<file path="src/rtl/ram512_loader_if.sv">
// Byte-stream and RAM-pin bundle for the RAM preloader.
// The master side is the loader: it consumes bytes and drives the RAM pins.
// The slave side is the surrounding system: byte source plus the RAM block.
interface ram512_loader_if #(
  parameter int ADDR_W = 9,
  parameter int DATA_W = 16
);
  logic              byte_valid;
  logic [7:0]        byte_data;
  logic              byte_ready;
  logic              ram_load;
  logic [ADDR_W-1:0] ram_address;
  logic [DATA_W-1:0] ram_in;

  modport master (
    input  byte_valid, byte_data,
    output byte_ready, ram_load, ram_address, ram_in
  );

  modport slave (
    output byte_valid, byte_data,
    input  byte_ready, ram_load, ram_address, ram_in
  );
endinterface

</file>
<file path="src/rtl/ram512_loader.sv">
// Preloader for the 512 x 16 RAM: pairs incoming bytes into big-endian
// words and writes them to consecutive addresses from a programmable base,
// keeping a running checksum and word count for the current/last job.
module ram512_loader #(
  parameter int ADDR_W = 9,
  parameter int DATA_W = 16
) (
  input  logic              clk,
  input  logic              rst_n,
  input  logic              start,
  input  logic [ADDR_W-1:0] base_addr,
  input  logic [ADDR_W:0]   word_count,
  input  logic              abort,
  ram512_loader_if.master   bus,
  output logic              busy,
  output logic              done,
  output logic [DATA_W-1:0] checksum,
  output logic [ADDR_W:0]   words_written
);

  typedef enum logic [1:0] {
    IDLE   = 2'd0,
    GET_HI = 2'd1,
    GET_LO = 2'd2,
    WRITE  = 2'd3
  } state_t;

  // A word_count of zero stands for a full sweep of the RAM.
  localparam logic [ADDR_W:0] FULL_COUNT = {1'b1, {ADDR_W{1'b0}}};

  state_t state, next_state;

  logic [ADDR_W-1:0] addr_cnt;
  logic [ADDR_W:0]   remaining;
  logic [7:0]        word_hi;
  logic              ram_load_r;
  logic [ADDR_W-1:0] ram_address_r;
  logic [DATA_W-1:0] ram_in_r;
  logic              done_r;
  logic [DATA_W-1:0] checksum_r;
  logic [ADDR_W:0]   words_written_r;

  logic accept_start;
  logic latch_hi;
  logic latch_lo;
  logic commit;
  logic finish_ok;
  logic ready_c;

  // State register; reset drops any job in flight.
  always_ff @(posedge clk or negedge rst_n) begin
    if (!rst_n) state <= IDLE;
    else        state <= next_state;
  end

  // Next-state and per-cycle control strobes; abort beats a byte handshake
  // but never cancels a write already on the RAM pins.
  always_comb begin
    next_state   = state;
    accept_start = 1'b0;
    latch_hi     = 1'b0;
    latch_lo     = 1'b0;
    commit       = 1'b0;
    finish_ok    = 1'b0;
    ready_c      = 1'b0;
    case (state)
      IDLE: begin
        if (start) begin
          accept_start = 1'b1;
          next_state   = GET_HI;
        end
      end
      GET_HI: begin
        ready_c = 1'b1;
        if (abort) begin
          next_state = IDLE;
        end else if (bus.byte_valid) begin
          latch_hi   = 1'b1;
          next_state = GET_LO;
        end
      end
      GET_LO: begin
        ready_c = 1'b1;
        if (abort) begin
          next_state = IDLE;
        end else if (bus.byte_valid) begin
          latch_lo   = 1'b1;
          next_state = WRITE;
        end
      end
      WRITE: begin
        commit = 1'b1;
        if (abort) begin
          next_state = IDLE;
        end else if (remaining == (ADDR_W+1)'(1)) begin
          finish_ok  = 1'b1;
          next_state = IDLE;
        end else begin
          next_state = GET_HI;
        end
      end
      default: next_state = IDLE;
    endcase
  end

  // Job counters, byte assembly and the registered RAM pins; the RAM pins
  // are loaded on the low-byte handshake so they are stable during WRITE.
  always_ff @(posedge clk or negedge rst_n) begin
    if (!rst_n) begin
      addr_cnt        <= '0;
      remaining       <= '0;
      word_hi         <= '0;
      ram_load_r      <= 1'b0;
      ram_address_r   <= '0;
      ram_in_r        <= '0;
      done_r          <= 1'b0;
      checksum_r      <= '0;
      words_written_r <= '0;
    end else begin
      ram_load_r <= latch_lo;
      if (accept_start) begin
        addr_cnt        <= base_addr;
        remaining       <= (word_count == '0) ? FULL_COUNT : word_count;
        checksum_r      <= '0;
        words_written_r <= '0;
        done_r          <= 1'b0;
      end
      if (latch_hi) begin
        word_hi <= bus.byte_data;
      end
      if (latch_lo) begin
        ram_address_r <= addr_cnt;
        ram_in_r      <= {word_hi, bus.byte_data};
      end
      if (commit) begin
        addr_cnt        <= addr_cnt + ADDR_W'(1);
        checksum_r      <= checksum_r + ram_in_r;
        words_written_r <= words_written_r + (ADDR_W+1)'(1);
        remaining       <= remaining - (ADDR_W+1)'(1);
      end
      if (finish_ok) begin
        done_r <= 1'b1;
      end
    end
  end

  assign bus.byte_ready  = ready_c;
  assign bus.ram_load    = ram_load_r;
  assign bus.ram_address = ram_address_r;
  assign bus.ram_in      = ram_in_r;
  assign busy            = (state != IDLE);
  assign done            = done_r;
  assign checksum        = checksum_r;
  assign words_written   = words_written_r;

endmodule

</file>
<file path="src/flat_wrapper.sv">
// flat-port wrapper written by rule: the top's interface ports become plain ports
module ram512_loader_flat 
#(
  parameter int ADDR_W = 9,
  parameter int DATA_W = 16
)
  (clk, rst_n, start, base_addr, word_count, abort, busy, done, checksum, words_written, bus_byte_valid, bus_byte_data, bus_byte_ready, bus_ram_load, bus_ram_address, bus_ram_in);
  ram512_loader_if #(.ADDR_W(ADDR_W), .DATA_W(DATA_W)) bus_i ();
  input  logic clk;
  input  logic rst_n;
  input  logic start;
  input  logic [ADDR_W-1:0] base_addr;
  input  logic [ADDR_W:0] word_count;
  input  logic abort;
  output logic busy;
  output logic done;
  output logic [DATA_W-1:0] checksum;
  output logic [ADDR_W:0] words_written;
  input wire logic [$bits(bus_i.byte_valid)-1:0] bus_byte_valid;
  input wire logic [$bits(bus_i.byte_data)-1:0] bus_byte_data;
  output wire logic [$bits(bus_i.byte_ready)-1:0] bus_byte_ready;
  output wire logic [$bits(bus_i.ram_load)-1:0] bus_ram_load;
  output wire logic [$bits(bus_i.ram_address)-1:0] bus_ram_address;
  output wire logic [$bits(bus_i.ram_in)-1:0] bus_ram_in;
  assign bus_i.byte_valid = bus_byte_valid;
  assign bus_i.byte_data = bus_byte_data;
  assign bus_byte_ready = bus_i.byte_ready;
  assign bus_ram_load = bus_i.ram_load;
  assign bus_ram_address = bus_i.ram_address;
  assign bus_ram_in = bus_i.ram_in;
  ram512_loader #(.ADDR_W(ADDR_W), .DATA_W(DATA_W)) u_core (.clk(clk), .rst_n(rst_n), .start(start), .base_addr(base_addr), .word_count(word_count), .abort(abort), .bus(bus_i), .busy(busy), .done(done), .checksum(checksum), .words_written(words_written));
endmodule
</file>
<file path="config.mk">
export PLATFORM = sky130hd
export DESIGN_NAME = ram512_loader_flat
export DESIGN_NICKNAME = d
export VERILOG_FILES = /design/src/rtl/ram512_loader_if.sv /design/src/rtl/ram512_loader.sv /design/src/flat_wrapper.sv
export SDC_FILE = /design/constraint.sdc
export NUM_CORES = 1
export LEC_CHECK = 0
export ABC_AREA = 1
export CORE_MARGIN = 2
export CORE_UTILIZATION = 53
export DETAILED_ROUTE_END_ITERATION = 12
export PLACE_DENSITY = 0.81
export SLEW_MARGIN = 20
export SYNTH_ARGS = -nofsm -noshare
export SYNTH_HDL_FRONTEND = slang
export SYNTH_SLANG_ARGS = --single-unit
export TNS_END_PERCENT = 10
</file>
<file path="constraint.sdc">
create_clock -name clk -period 2.25 [get_ports clk]
set_input_delay 0.45 -clock clk [delete_from_list [all_inputs] [get_ports clk]]
set_output_delay 0.45 -clock clk [all_outputs]
set_load 0.02 [all_outputs]
</file>
## Word-level counts from Yosys, hierarchy flattened

Cells that the tools add are included.

| word-level totals | value |
|---|---|
| bits in registers | 82 |
| bits of input ports | 32 |
| output and inout bits | 55 |
| word-level logic and storage cells | 58 |

| cells by class | value |
|---|---|
| add/subtract/negate cells | 4 |
| equality and inequality tests | 7 |
| muxes and demuxes | 30 |
| reductions and logical operators | 7 |

Operators by type and width:

| operator | number |
|---|---|
| two-way mux 10 bit | 5 |
| two-way mux 16 bit | 2 |
| two-way mux 9 bit | 2 |
| adder 16 bit | 1 |
| two-way mux 1 bit | 14 |
| two-way mux 2 bit | 6 |
| adder 10 x 1 -> 10 bit (second input constant) | 1 |
| equality test 10 x 1 -> 1 bit (second input constant) | 1 |
| zero test 10 bit | 1 |
| subtractor 10 x 1 -> 10 bit (second input constant) | 1 |
| adder 9 x 1 -> 9 bit (second input constant) | 1 |
| one-hot mux 2 bit (4 select lines) | 1 |
| != test 3 bit (second input constant) | 2 |
| nonzero test 2 bit | 3 |
| equality test 2 bit (second input constant) | 2 |
| AND reduction 3 bit | 1 |
| equality test 2 x 1 -> 1 bit (second input constant) | 1 |
| zero test 2 bit | 1 |
| != test 2 bit (second input constant) | 1 |
| OR reduction 2 bit | 1 |

## Depth between registers and ports, before layout

| logic depth | value |
|---|---|
| word-level depth | 5 |
| mapped depth | 11 |
| depth with buffers taken out | 11 |

## Worst setup path before layout

OpenSTA, ideal clock, no wires.

| path | value |
|---|---|
| path type | reg2reg |
| start | reg u_core.checksum_r[0], in the netlist u_core.checksum[0] |
| end | reg u_core.checksum_r[12], in the netlist u_core.checksum[12] |
| setup time | 0.118 ns |
| arrival time | 1.623 ns |
| slack | 0.509 ns |
| cell stages (with the launch flop) | 12 |
| buffers on the path | 0 |
| path through | dfrtp_1 ha_1 inv_1 fa_1 inv_1 nand3_1 nand3_1 nand3_1 nand3_1 nand2_1 nand3_1 nand2_1 |

| between the ends | value |
|---|---|
| word-level cells in the longest chain between the ends | 2 |

RTL lines:

| element | line | RTL |
|---|---|---|
| start: declaration | ram512_loader.sv:40 | `logic [DATA_W-1:0] checksum_r;` |
| start signal: assignment | ram512_loader.sv:137 | `checksum_r <= checksum_r + ram_in_r;` |
| adder 16 bit | ram512_loader.sv:137 |  |
| two-way mux 16 bit | ram512_loader.sv:135 | `if (commit) begin` |

Every way passes these cells.
A chain may end at the register's enable or synchronous reset.

## Worst setup path in the final report

| path | value |
|---|---|
| start | reg u_core.state[0] |
| end | out busy |

| between the ends | value |
|---|---|
| word-level cells in the longest chain between the ends | 1 |

RTL lines:

| element | line | RTL |
|---|---|---|
| start: declaration | ram512_loader.sv:31 | `state_t state, next_state;` |
| start signal: assignment | ram512_loader.sv:53 | `else state <= next_state;` |
| nonzero test 2 bit | ram512_loader.sv:151 | `assign busy = (state != IDLE);` |
| end: declaration | flat_wrapper.sv:15 | `output logic busy;` |

Every way passes these cells.

==> results.md <==
* CTS resizes at 0
* Pwr per Cell Area at 1180 mW/mm2
* Master of the slowest instance on the critical path: clkdlybuf4s50_1
* Initial antenna violation count at 0
* Most numerous cell on the critical path: inv_1
* CTS tree: yes
* Worst path cell trace: inv_1 -> ha_1 -> inv_1 -> clkdlybuf4s50_1
* Initial drt markers at 329
* Die Width at 96.9 um
* Worst r2r dst: u_core.checksum[12]$_DFFE_PN0P_
* MaxCap Viol Count at 0
* I/O Pins at 87
* Die Span Y at about 97 um
* Peak Freq at 460 MHz
* Row count at 33
* CTS Buf Count at 9
* RSZ-0062 raised after global routing: no
* Average vias per placed instance at 5.35
* Grt total ovfl at 0
* CP bufs+invs at 3
* Worst min path class: primary input to asynchronous set/reset pin
* Max incr delay on CP at approximately 600 ps
* Final Hold Viols at 0
* Number of global-route vias before repair at 4122
* Hpwl dp at approximately 8600 um
* Post-CTS setup buffer count at 0
* # setup viols final at 0
* Reg clk slew, reported paths at around 90 ps
* Buffer type at the clock tree root: clkbuf_8
* Synth Cell Area at 0.00457 mm2
* CP endpoint kind: primary output
* First-pass GRT wire length at 19000 um
* Max FO, Critical Path at 4
* CP arrival at 1720 ps
* Rel. slew slack at 60.9%
* Min Clock Period, post-route at 2170 ps
* Fin nets at 760
* R2r setup slk at 450 ps
* Vias at 4345
* Post-synth cell types at 29
* Routed wire length at 11400 um
* Crit path required time at 1800 ps
* Remaining antenna violation count at 0
* H-tree depth at 3
* Fin. max-slew vios at 0
* Sum Neg Setup Slack at 0 ps
* Synth Net Count at roughly 670
* Worst Skew at about 12 ps
* GP Congestion at 0.905
* Cts hold-fix bufs at 0
* Status: completed
* Clk buf depth at 2
* Die area at between 0.009 and 0.01 mm2
* Fillers at roughly 650
* Critical R2R Launch: u_core.checksum[0]$_DFFE_PN0P_
* Core area at 0.00830 mm2
* Clock sinks at 82
* Clk_lat worst skew at 350 ps
* Antenna diodes at 0
* Sequential fraction of the synthesis area at 44.9%
* Synthesis-to-layout area growth at 25.7%
* Final Worst Setup Slack at 75.7 ps
* GRT Total Usage at approximately 25%
* Worst Tran Pin Value at 586 ps
* I/O Buffers at 86
* Initial Utilization at 55.1%
* Mean Syn Cell Area at 7.49 um2
* Most frequent cells in the layout: nand2_1 (213), clkdlybuf4s50_1 (85), dfrtp_1 (82)
* WS Path Type: flop to primary output
* R2R cell count at 11
* Leakage at 2.94 nW
* Largest net degree at the start of global routing at 45
* Final period util at 96.6%
* First drt pass iteration count at 5
* Peak supply drop at between 0.5 and 0.6 mV
* Post-Syn Instances at 610
* Share of cells above drive strength 1 at 4.24%
* Post-synthesis register bit count at 82
* Critical path's top delay family: buffers and inverters
* Yosys warning count at 0
* Drc violations at 0
* Most common cell after layout, fill and taps aside: nand2_1
* CP Launch Type: flop
* Pre-CTS WS at between 400 and 500 ps
* Avg WL per Cell at 14.0 um
[area by class of cell]
type / instances / area, um2 / share of cell area [%]
clock buffer: 10 / 138 / 2.39
clock inverter: 5 / 28.8 / 0.501
inverter: 84 / 315 / 5.49
multi-input combinational: 431 / 2140 / 37.3
sequential: 82 / 2050 / 35.7
tap: 105 / 131 / 2.29
timing repair buffer: 95 / 938 / 16.3
[state kept, by name, indices dropped and copies added (netlist names)]
register,cells
u_core.done,1
u_core.word_hi,8
u_core.bus.ram_load,1
u_core.state,2
u_core.words_written,10
u_core.bus.ram_in,16
u_core.remaining,10
u_core.checksum,16
u_core.addr_cnt,9
u_core.bus.ram_address,9
[how the worst max path moves through the flow]
stage / start / to / slack, ps / depth (start not counted)
6_report: u_core.state[0]$_DFFE_PN0P_ / busy / 80 / 4
5_1_grt: u_core.state[0]$_DFFE_PN0P_ / busy / 7 / 4
4_1_cts: u_core.state[0]$_DFFE_PN0P_ / busy / 60 / 4
3_5_place_dp: start / u_core.addr_cnt[3]$_DFFE_PN0P_ / 420 / 7
3_3_place_gp: start / u_core.addr_cnt[5]$_DFFE_PN0P_ / 460 / 7
2_1_floorplan: u_core.checksum[0]$_DFFE_PN0P_ / u_core.checksum[12]$_DFFE_PN0P_ / 510 / 11
[layer usage]
layer	part of all wire [%]	vias to the layer above	global-route usage, %
li1	-	2152	-
met1	42	2018	30.7
met2	51	157	43.8
met3	5.7	18	3.76
met4	1.8	0	8.45
met5	0	-	0
[report_power, final]
group | switching, mW | internal (mW) | total [mW] | leakage (nW)
sequential | 0.473 | 2.02 | 2.49 | 1.06
clock | 0.542 | 0.422 | 0.964 | 0.0921
combinational | 1.94 | 1.36 | 3.31 | 1.79
[Yosys cell counts, drive strengths merged]
| cell type | number | area, um2 |
|---|---|---|
| xor2 | 3 | 26.3 |
| o31ai | 2 | 15.0 |
| nand2 | 213 | 800 |
| nand4 | 7 | 43.8 |
| o221ai | 1 | 8.76 |
| xnor2 | 1 | 8.76 |
| nand3b | 3 | 22.5 |
| fa | 1 | 20.0 |
| a31oi | 3 | 18.8 |
| buf | 5 | 30.0 |
| and2 | 1 | 6.26 |
| o211ai | 9 | 67.6 |
| inv | 83 | 312 |
| a22oi | 2 | 15.0 |
| or2 | 2 | 12.5 |
| nor2 | 37 | 139 |
| clkinv | 1 | 3.75 |
| o21ai | 51 | 255 |
| nor3 | 9 | 56.3 |
| o22ai | 5 | 31.3 |
| clkbuf | 8 | 30.0 |
| a22o | 3 | 26.3 |
| ha | 24 | 300 |
| a21oi | 18 | 90.1 |
| dfrtp | 82 | 2050 |
| nand3 | 36 | 180 |
[per-stage QoR]
| step | power [mW] | std cells | instance area, um2 | hold WS [ps] | utilization [%] |
|---|---|---|---|---|---|
| 2_1_floorplan | 4.49 | 610 | 4570 | 154 | - |
| 3_3_place_gp | 5.67 | 797 | 5580 | 452 | 67.2 |
| 3_5_place_dp | 5.82 | 797 | 5580 | 456 | 67.2 |
| 4_1_cts | 6.79 | 812 | 5750 | 108 | 69.2 |
| 5_1_grt | 7.29 | 812 | 5750 | 128 | 69.2 |
| 6_report | 6.77 | 812 | 5750 | 90.8 | 69.2 |
[logic make-up (layout without fill, tap and decap cells)]
group	count (synthesis)	count (layout)	synth area share [%]
and+or+nand+nor	308	308	27.6
buffers and inverters	97	194	8.21
AOI/OAI and AO/OA	94	94	11.6
DFF	82	82	44.9
adders and majority gates	25	25	7.01
xor gates and xnor gates	4	4	0.767
Note: power is estimated with default switching activity, not from simulation.
